## src/rtl/sinkd_resp_sched.sv

```systemverilog
// D-channel response buffer for the L2: an in-order FIFO steered by opcode to the refill or
// write-ack consumer, plus a credit counter that bounds outstanding A-channel requests.
module sinkd_resp_sched #(
  parameter int DEPTH  = 4,
  parameter int OP_W   = 3,
  parameter int SRC_W  = 8,
  parameter int DATA_W = 64
) (
  input  logic                       clk,
  input  logic                       rst_n,
  input  logic                       in_valid_i,
  input  logic [OP_W-1:0]            in_opcode_i,
  input  logic [SRC_W-1:0]           in_source_i,
  input  logic [DATA_W-1:0]          in_data_i,
  input  logic                       a_fire_i,
  output logic                       credit_avail_o,
  output logic [$clog2(DEPTH):0]     credits_o,
  output logic                       refill_valid_o,
  input  logic                       refill_ready_i,
  output logic [SRC_W-1:0]           refill_source_o,
  output logic [DATA_W-1:0]          refill_data_o,
  output logic                       wack_valid_o,
  input  logic                       wack_ready_i,
  output logic [OP_W-1:0]            wack_opcode_o,
  output logic [SRC_W-1:0]           wack_source_o,
  output logic                       overflow_o,
  output logic                       underflow_o
);

  localparam int PW = $clog2(DEPTH);
  localparam int CW = PW + 1;
  localparam logic [OP_W-1:0] OP_ACCESS_ACK_DATA = OP_W'(1);
  localparam logic [CW-1:0]   DEPTH_C            = CW'(DEPTH);

  logic [OP_W-1:0]   op_mem   [DEPTH];
  logic [SRC_W-1:0]  src_mem  [DEPTH];
  logic [DATA_W-1:0] data_mem [DEPTH];

  logic [PW-1:0]     rd_ptr, wr_ptr;
  logic [CW-1:0]     count, credits;
  logic [OP_W-1:0]   last_op;
  logic [SRC_W-1:0]  last_src;
  logic [DATA_W-1:0] last_data;

  logic              empty, full, head_is_refill, pop, push, drop;
  logic [OP_W-1:0]   head_op;
  logic [SRC_W-1:0]  head_src;
  logic [DATA_W-1:0] head_data;

  assign empty          = (count == '0);
  assign full           = (count == DEPTH_C);
  assign head_op        = op_mem[rd_ptr];
  assign head_src       = src_mem[rd_ptr];
  assign head_data      = data_mem[rd_ptr];
  assign head_is_refill = (head_op == OP_ACCESS_ACK_DATA);

  // Handshake: an entry leaves only on valid & ready of the port its opcode selects; a ready
  // on the other port is ignored, so a stalled head holds back everything queued behind it.
  assign refill_valid_o = !empty && head_is_refill;
  assign wack_valid_o   = !empty && !head_is_refill;
  assign pop            = (refill_valid_o && refill_ready_i) || (wack_valid_o && wack_ready_i);
  // A pop frees the head slot this edge, so a push into a full FIFO is legal alongside it.
  assign push           = in_valid_i && (!full || pop);
  assign drop           = in_valid_i && full && !pop;

  assign refill_source_o = empty ? last_src  : head_src;
  assign refill_data_o   = empty ? last_data : head_data;
  assign wack_opcode_o   = empty ? last_op   : head_op;
  assign wack_source_o   = empty ? last_src  : head_src;
  assign credits_o       = credits;
  assign credit_avail_o  = (credits != '0);

  always_ff @(posedge clk) begin
    if (push) begin
      op_mem[wr_ptr]   <= in_opcode_i;
      src_mem[wr_ptr]  <= in_source_i;
      data_mem[wr_ptr] <= in_data_i;
    end
  end

  always_ff @(posedge clk or negedge rst_n) begin
    if (!rst_n) begin
      rd_ptr     <= '0;
      wr_ptr     <= '0;
      count      <= '0;
      last_op    <= '0;
      last_src   <= '0;
      last_data  <= '0;
      overflow_o <= 1'b0;
    end else begin
      if (push) wr_ptr <= wr_ptr + 1'b1;
      if (pop) begin
        rd_ptr    <= rd_ptr + 1'b1;
        last_op   <= head_op;
        last_src  <= head_src;
        last_data <= head_data;
      end
      case ({push, pop})
        2'b10:   count <= count + 1'b1;
        2'b01:   count <= count - 1'b1;
        default: count <= count;
      endcase
      if (drop) overflow_o <= 1'b1;
    end
  end

  always_ff @(posedge clk or negedge rst_n) begin
    if (!rst_n) begin
      credits     <= DEPTH_C;
      underflow_o <= 1'b0;
    end else begin
      if (a_fire_i && credits == '0) underflow_o <= 1'b1;
      case ({a_fire_i, pop})
        2'b10:   if (credits != '0) credits <= credits - 1'b1;
        2'b01:   if (credits != DEPTH_C) credits <= credits + 1'b1;
        default: credits <= credits;
      endcase
    end
  end

endmodule

```

## config.mk

```make
export PLATFORM = sky130hd
export DESIGN_NAME = sinkd_resp_sched
export DESIGN_NICKNAME = d
export VERILOG_FILES = /design/src/rtl/sinkd_resp_sched.sv
export SDC_FILE = /design/constraint.sdc
export NUM_CORES = 1
export LEC_CHECK = 0
export CORE_MARGIN = 2
export CORE_UTILIZATION = 54
export CTS_BUF_LIST = sky130_fd_sc_hd__clkbuf_2 sky130_fd_sc_hd__clkbuf_4 sky130_fd_sc_hd__clkbuf_8
export CTS_CLUSTER_DIAMETER = 60
export DETAILED_ROUTE_END_ITERATION = 8
export HOLD_SLACK_MARGIN = 0.02
export PLACE_DENSITY = 0.82
export SYNTH_ARGS = -nofsm -noshare
export SYNTH_HDL_FRONTEND = slang
export SYNTH_SLANG_ARGS = --single-unit
export TNS_END_PERCENT = 100
```

## constraint.sdc

```tcl
create_clock -name clk -period 11.1 [get_ports clk]
set_input_delay 2.22 -clock clk [delete_from_list [all_inputs] [get_ports clk]]
set_output_delay 2.22 -clock clk [all_outputs]
set_load 0.05 [all_outputs]
```

Yosys cells after proc, flatten, opt, wreduce, memory -nomap -nowiden
Memory sizes are Yosys's and may differ from the RTL's.
Index checks and enable logic that the tools add are counted.
Operators by class
  add/subtract/negate cells: 6
  equality and inequality tests: 9
  mux-type cells: 9
  reductions and logical operators: 20
Operators with widths (count)
  two-way mux 64 bit: 1
  case mux 3 bit (2 select lines): 2
  two-way mux 3 bit: 3
  logical AND 1 bit: 8
  two-way mux 8 bit: 1
  adder 3 x 1 -> 3 bit (second input constant): 2
  zero test 3 bit: 2
  subtractor 3 x 1 -> 3 bit (second input constant): 2
  adder 2 x 1 -> 2 bit (second input constant): 2
  equality test 2 x 1 -> 1 bit (second input constant): 2
  equality test 2 bit (second input constant): 2
  zero test 1 bit: 4
  inequality test 2 bit (second input constant): 2
  nonzero test 2 bit: 2
  equality test 3 x 1 -> 1 bit (second input constant): 1
  equality test 3 bit (second input constant): 1
  inequality test 3 bit (second input constant): 1
  AND reduction 3 bit: 1
  nonzero test 3 bit: 1
  logical OR 1 bit: 2
  two-way mux 1 bit: 2
Storage, ports and cells
  register bits: 87
  bits in writable memories: 300
  input port bits: 81
  output and inout bits: 91
  memories: 3
Memory list
  data_mem: words 4, width 64, read ports 1, clocked after Yosys merged registers in 0, write ports 1, RTL line 37  | logic [DATA_W-1:0] data_mem [DEPTH];
  src_mem: words 4, width 8, read ports 1, clocked after Yosys merged registers in 0, write ports 1, RTL line 36  | logic [SRC_W-1:0] src_mem [DEPTH];
  op_mem: words 4, width 3, read ports 1, clocked after Yosys merged registers in 0, write ports 1, RTL line 35  | logic [OP_W-1:0] op_mem [DEPTH];

Logic depth before layout (Yosys ltp)
An unclocked memory read counts as a cell.
  depth after elaboration: 10
  mapped depth: 11
  mapped depth without buffers: 9

Worst setup path before layout
Ideal clock, no wire load.
  kind: in2reg
  start point: in refill_ready_i
  end point: mem data_mem[0][0], enable pin
  setup time: 441 ps
  arrival: 4871 ps
  required time: 10659 ps
  setup slack: 5787 ps
  cell stages on the path: 5
  path through: inv_1 > nor4b_1 > a21oi_2 > a31oi_2 > and2_1
On the way
  longest elaborated chain between the ends: 6
RTL lines
  start: declaration: RTL line 19  | input logic refill_ready_i,
  logical AND 1 bit: RTL line 61  | assign pop = (refill_valid_o && refill_ready_i) || (wack_valid_o && wack_ready_i);
  logical OR 1 bit: RTL line 61
  logical OR 1 bit: RTL line 63  | assign push = in_valid_i && (!full || pop);
  logical AND 1 bit: RTL line 63
  two-way mux 1 bit: RTL line 74  | if (push) begin
  two-way mux 1 bit (implied by the code): RTL line 77  | data_mem[wr_ptr] <= in_data_i;
  end: declaration: RTL line 37
No other way between the ends.

Worst setup path in the final report
  start point: reg rd_ptr[0]
  end point: out refill_valid_o
On the way
  longest elaborated chain between the ends: 3
RTL lines
  start: declaration: RTL line 39  | logic [PW-1:0] rd_ptr, wr_ptr;
  start signal: assignment: RTL line 93  | rd_ptr <= rd_ptr + 1'b1;
  memory (4 x 3 bit)
  equality test 3 x 1 -> 1 bit: RTL line 55  | assign head_is_refill = (head_op == OP_ACCESS_ACK_DATA);
  logical AND 1 bit: RTL line 59  | assign refill_valid_o = !empty && head_is_refill;
  end: declaration: RTL line 18  | output logic refill_valid_o,
No other way between the ends.

==> metrics.md <==
| Metric | Value |
|---|---|
| Design Area, Final | 18,720 µm² |
| Die Footprint | 29,760 µm² |
| GR Util All Layers | 20.20% |
| Initial antenna violation count | 3 |
| CP max stage delay | 860 ps |
| GP Congestion | 0.7493 |
| CTS H-tree depth | 2 |
| Worst Path Required | 8880 ps |
| Die Y | 172.5 µm |
| TritonCTS clock tree | yes |
| Vias/cell | 5.545 |
| First-pass GRT wire length | 46.37 mm |
| Synthesized area | 15,330 µm² |
| CTS sink count | 387 |
| Setup CP Type | reg -> out |
| Hold Vio Cnt, Final | 0 |
| Largest net degree at the start of global routing | 66 |
| Top cells by area, synth | edfxtp_1 59%, dfrtp_1 14%, mux2_2 11%, mux4_2 11%, clkbuf_1 0.42% |
| TNS Setup | 0 ps |
| Synthesis Warnings | 0 |
| Post-CTS Resized | 0 |
| Area Overhead vs Synth | 22.07% |
| Worst EP arrival | 4140 ps |
| Sequential area share after synthesis | 72.96% |
| Syn_nets | 813 |
| Num CTS Buffers | 61 |
| Cell Area, Placed | 17,420 µm² |
| Post-DP HPWL | 16.63 mm |
| Post-synth ARST share | 22.48% |
| WL per Instance | 21.51 µm |
| Hold Path Stages | 1 |
| Distinct cells, synth | 44 |
| Endpoints failing setup | 0 |
| Final-report max-slew violation count | 0 |
| Worst-Skew Late Latency | 590 ps |
| Cell taking the most area after synthesis | edfxtp_1 |
| FMAX | 157.2 MHz |
| Vias | 7,541 |
| Setup clock skew after layout | 18.58 ps |
| Startpoint types | flip-flop |
| Slew @ Worst Pin | 1058 ps |
| Layout fillers | 1,805 |
| Post-Route Utilization | 67.19% |
| Top FF cell, synth | edfxtp_1 |
| FF-to-FF path depth | 7 |
| Unrepaired setup endpoints after global routing | no |
| Post-synth EDFFs | 300 |
| Wirelength, routed | 29.25 mm |
| Status | finished clean |
| CTS Buffer Depth | 3 |
| Number of global-route vias before repair | 8,213 |
| Crit path cell chain | buf_4 -> mux4_2 -> or3b_1 -> nor2_1 -> clkdlybuf4s50_1 |
| ANT nets after route | 0 |
| Synth Register Bits | 387 |
| Starting Density | 55.04% |
| Post-synth top area share | 58.75% |
| Total of max-cap violations | 0 |
| Rows | 61 |
| Worst setup EP type | primary output |
| Clock-pin slew on the worst setup and hold paths | 60 ps |
| Port Buf Inserts | 171 |
| Num ports | 172 |
| Max_slew headroom | 29.46% |
| Clock Tree Root | clkbuf_8 |
| Worst hold path class | reg -> reg |
| Post-route DRC | 0 |
| Layout cells sized above 1 | 36.60% |
| Drt initial violations | 602 |
| Tmin final | 6361 ps |
| Total core area | 27,860 µm² |
| Die X | 172.5 µm |
| Drt first pass iters | 5 |
| Critical path's slowest cell | buf_4 |
| Hold-fix buffer count after cts | 0 |
| Total gr overflow | 0 |
| Post-Syn Area per Cell | 21.12 µm² |
| Worst-path fanout max | 46 |
| Period utilization | 57.31% |
| Synth Instances | 726 |
| WHS | 471.4 ps |
| Postcts setup bufs | 0 |
| Final nets | 1,016 |
worst max-delay path, delay by kind of cell, from the launching register on:
family	cells	cell delay (ps)
buf+inv	2	1680
flops	1	850
mux	1	450
simple gates	2	540
Yosys cell counts, types with 2 or more instances:
cell type and number:
fa_1 2, clkbuf_1 17, nor2_1 7, edfxtp_1 300, mux2_2 151, nor3_1 2, mux4_2 75, a21oi_1 2
and2_1 5, dfrtp_1 86, o21ai_0 2, buf_1 7, o21bai_1 2, mux2i_1 5, xnor2_1 4, or3_1 2
nand2_1 3, buf_2 10, buf_4 8, nand2b_1 2, nand3b_1 2, ha_1 4, inv_1 7
final timing paths:
kind | startpoint | end | slack (ps)
max in group asynchronous | rst_n | rd_ptr[0]$_DFFE_PN0N_ | 8200
max | rd_ptr[0]$_DFFE_PN0N_ | refill_valid_o | 4740
min | overflow_o$_DFFE_PN0P_ | overflow_o$_DFFE_PN0P_ | 470
max reg2reg | rd_ptr[0]$_DFFE_PN0N_ | data_mem[3][51]$_DFFE_PP_ | 6190
min in group asynchronous | rst_n | last_data[9]$_DFFE_PN0N_ | 1610
min reg2reg | overflow_o$_DFFE_PN0P_ | overflow_o$_DFFE_PN0P_ | 470
logic make-up (layout without fill, tap and decap cells):
kind of cell	after synthesis	in the layout	share of synthesized area [%]
flip-flops	387	387	72.96
AO/OA/AOI/OAI	16	16	0.8079
buffers and inverters	49	304	1.477
XOR/XNOR	5	5	0.2856
adder cells (fa/ha/maj)	6	6	0.5875
other	0	1	0
multiplexers	234	234	22.75
AND/OR/NAND/NOR	29	29	1.134
routing by layer:
| layer | global-route usage, % | vias up | part of all wire [%] |
|---|---|---|---|
| li1 | - | 3334 | - |
| met1 | 27.54 | 3936 | 43 |
| met2 | 32.70 | 221 | 49 |
| met3 | 5.371 | 48 | 6.6 |
| met4 | 5.306 | 2 | 1.7 |
| met5 | 0 | - | 0.044 |
cells in the final DEF, fill, tap and decap left out, types with 7 or more instances in the layout:
master and n:
edfxtp_1 300, clkdlybuf4s50_1 170, mux2_2 151, dfrtp_1 84, mux4_2 75, clkbuf_8 68, clkbuf_4 31, buf_4 12
inv_1 7, nor2_1 7, clkinv_1 7
per-stage QoR:
| step | setup WS (ps) | instances |
|---|---|---|
| 2_1_floorplan | 5787 | 726 |
| 3_3_place_gp | 5222 | 1244 |
| 3_5_place_dp | 5184 | 1244 |
| 4_1_cts | 4548 | 1359 |
| 5_1_grt | 4320 | 1359 |
| 6_report | 4739 | 1360 |
sequential cells by signal (all words and copies together) (netlist names), 3 cells and up:
signal and flops:
last_op 3, op_mem 12, credits_o 3, last_src 8
last_data 64, src_mem 32, data_mem 256, count 3
final cells by class:
class	instances	area [µm²]	share of cell area (%)
Timing Repair Buffer	182	1792	9.572
Sequential cell	387	11190	59.81
Multi-Input combinational cell	290	3935	21.02
Tap cell	378	473.0	2.527
Clock buffer	99	1169	6.243
Inverter	7	26.28	0.1404
Clock inverter	16	126.4	0.6751
Antenna cell	1	2.502	0.01337
Power is not shown: default switching activity piles up to over one toggle a cycle in this logic, so the estimate is an artifact.
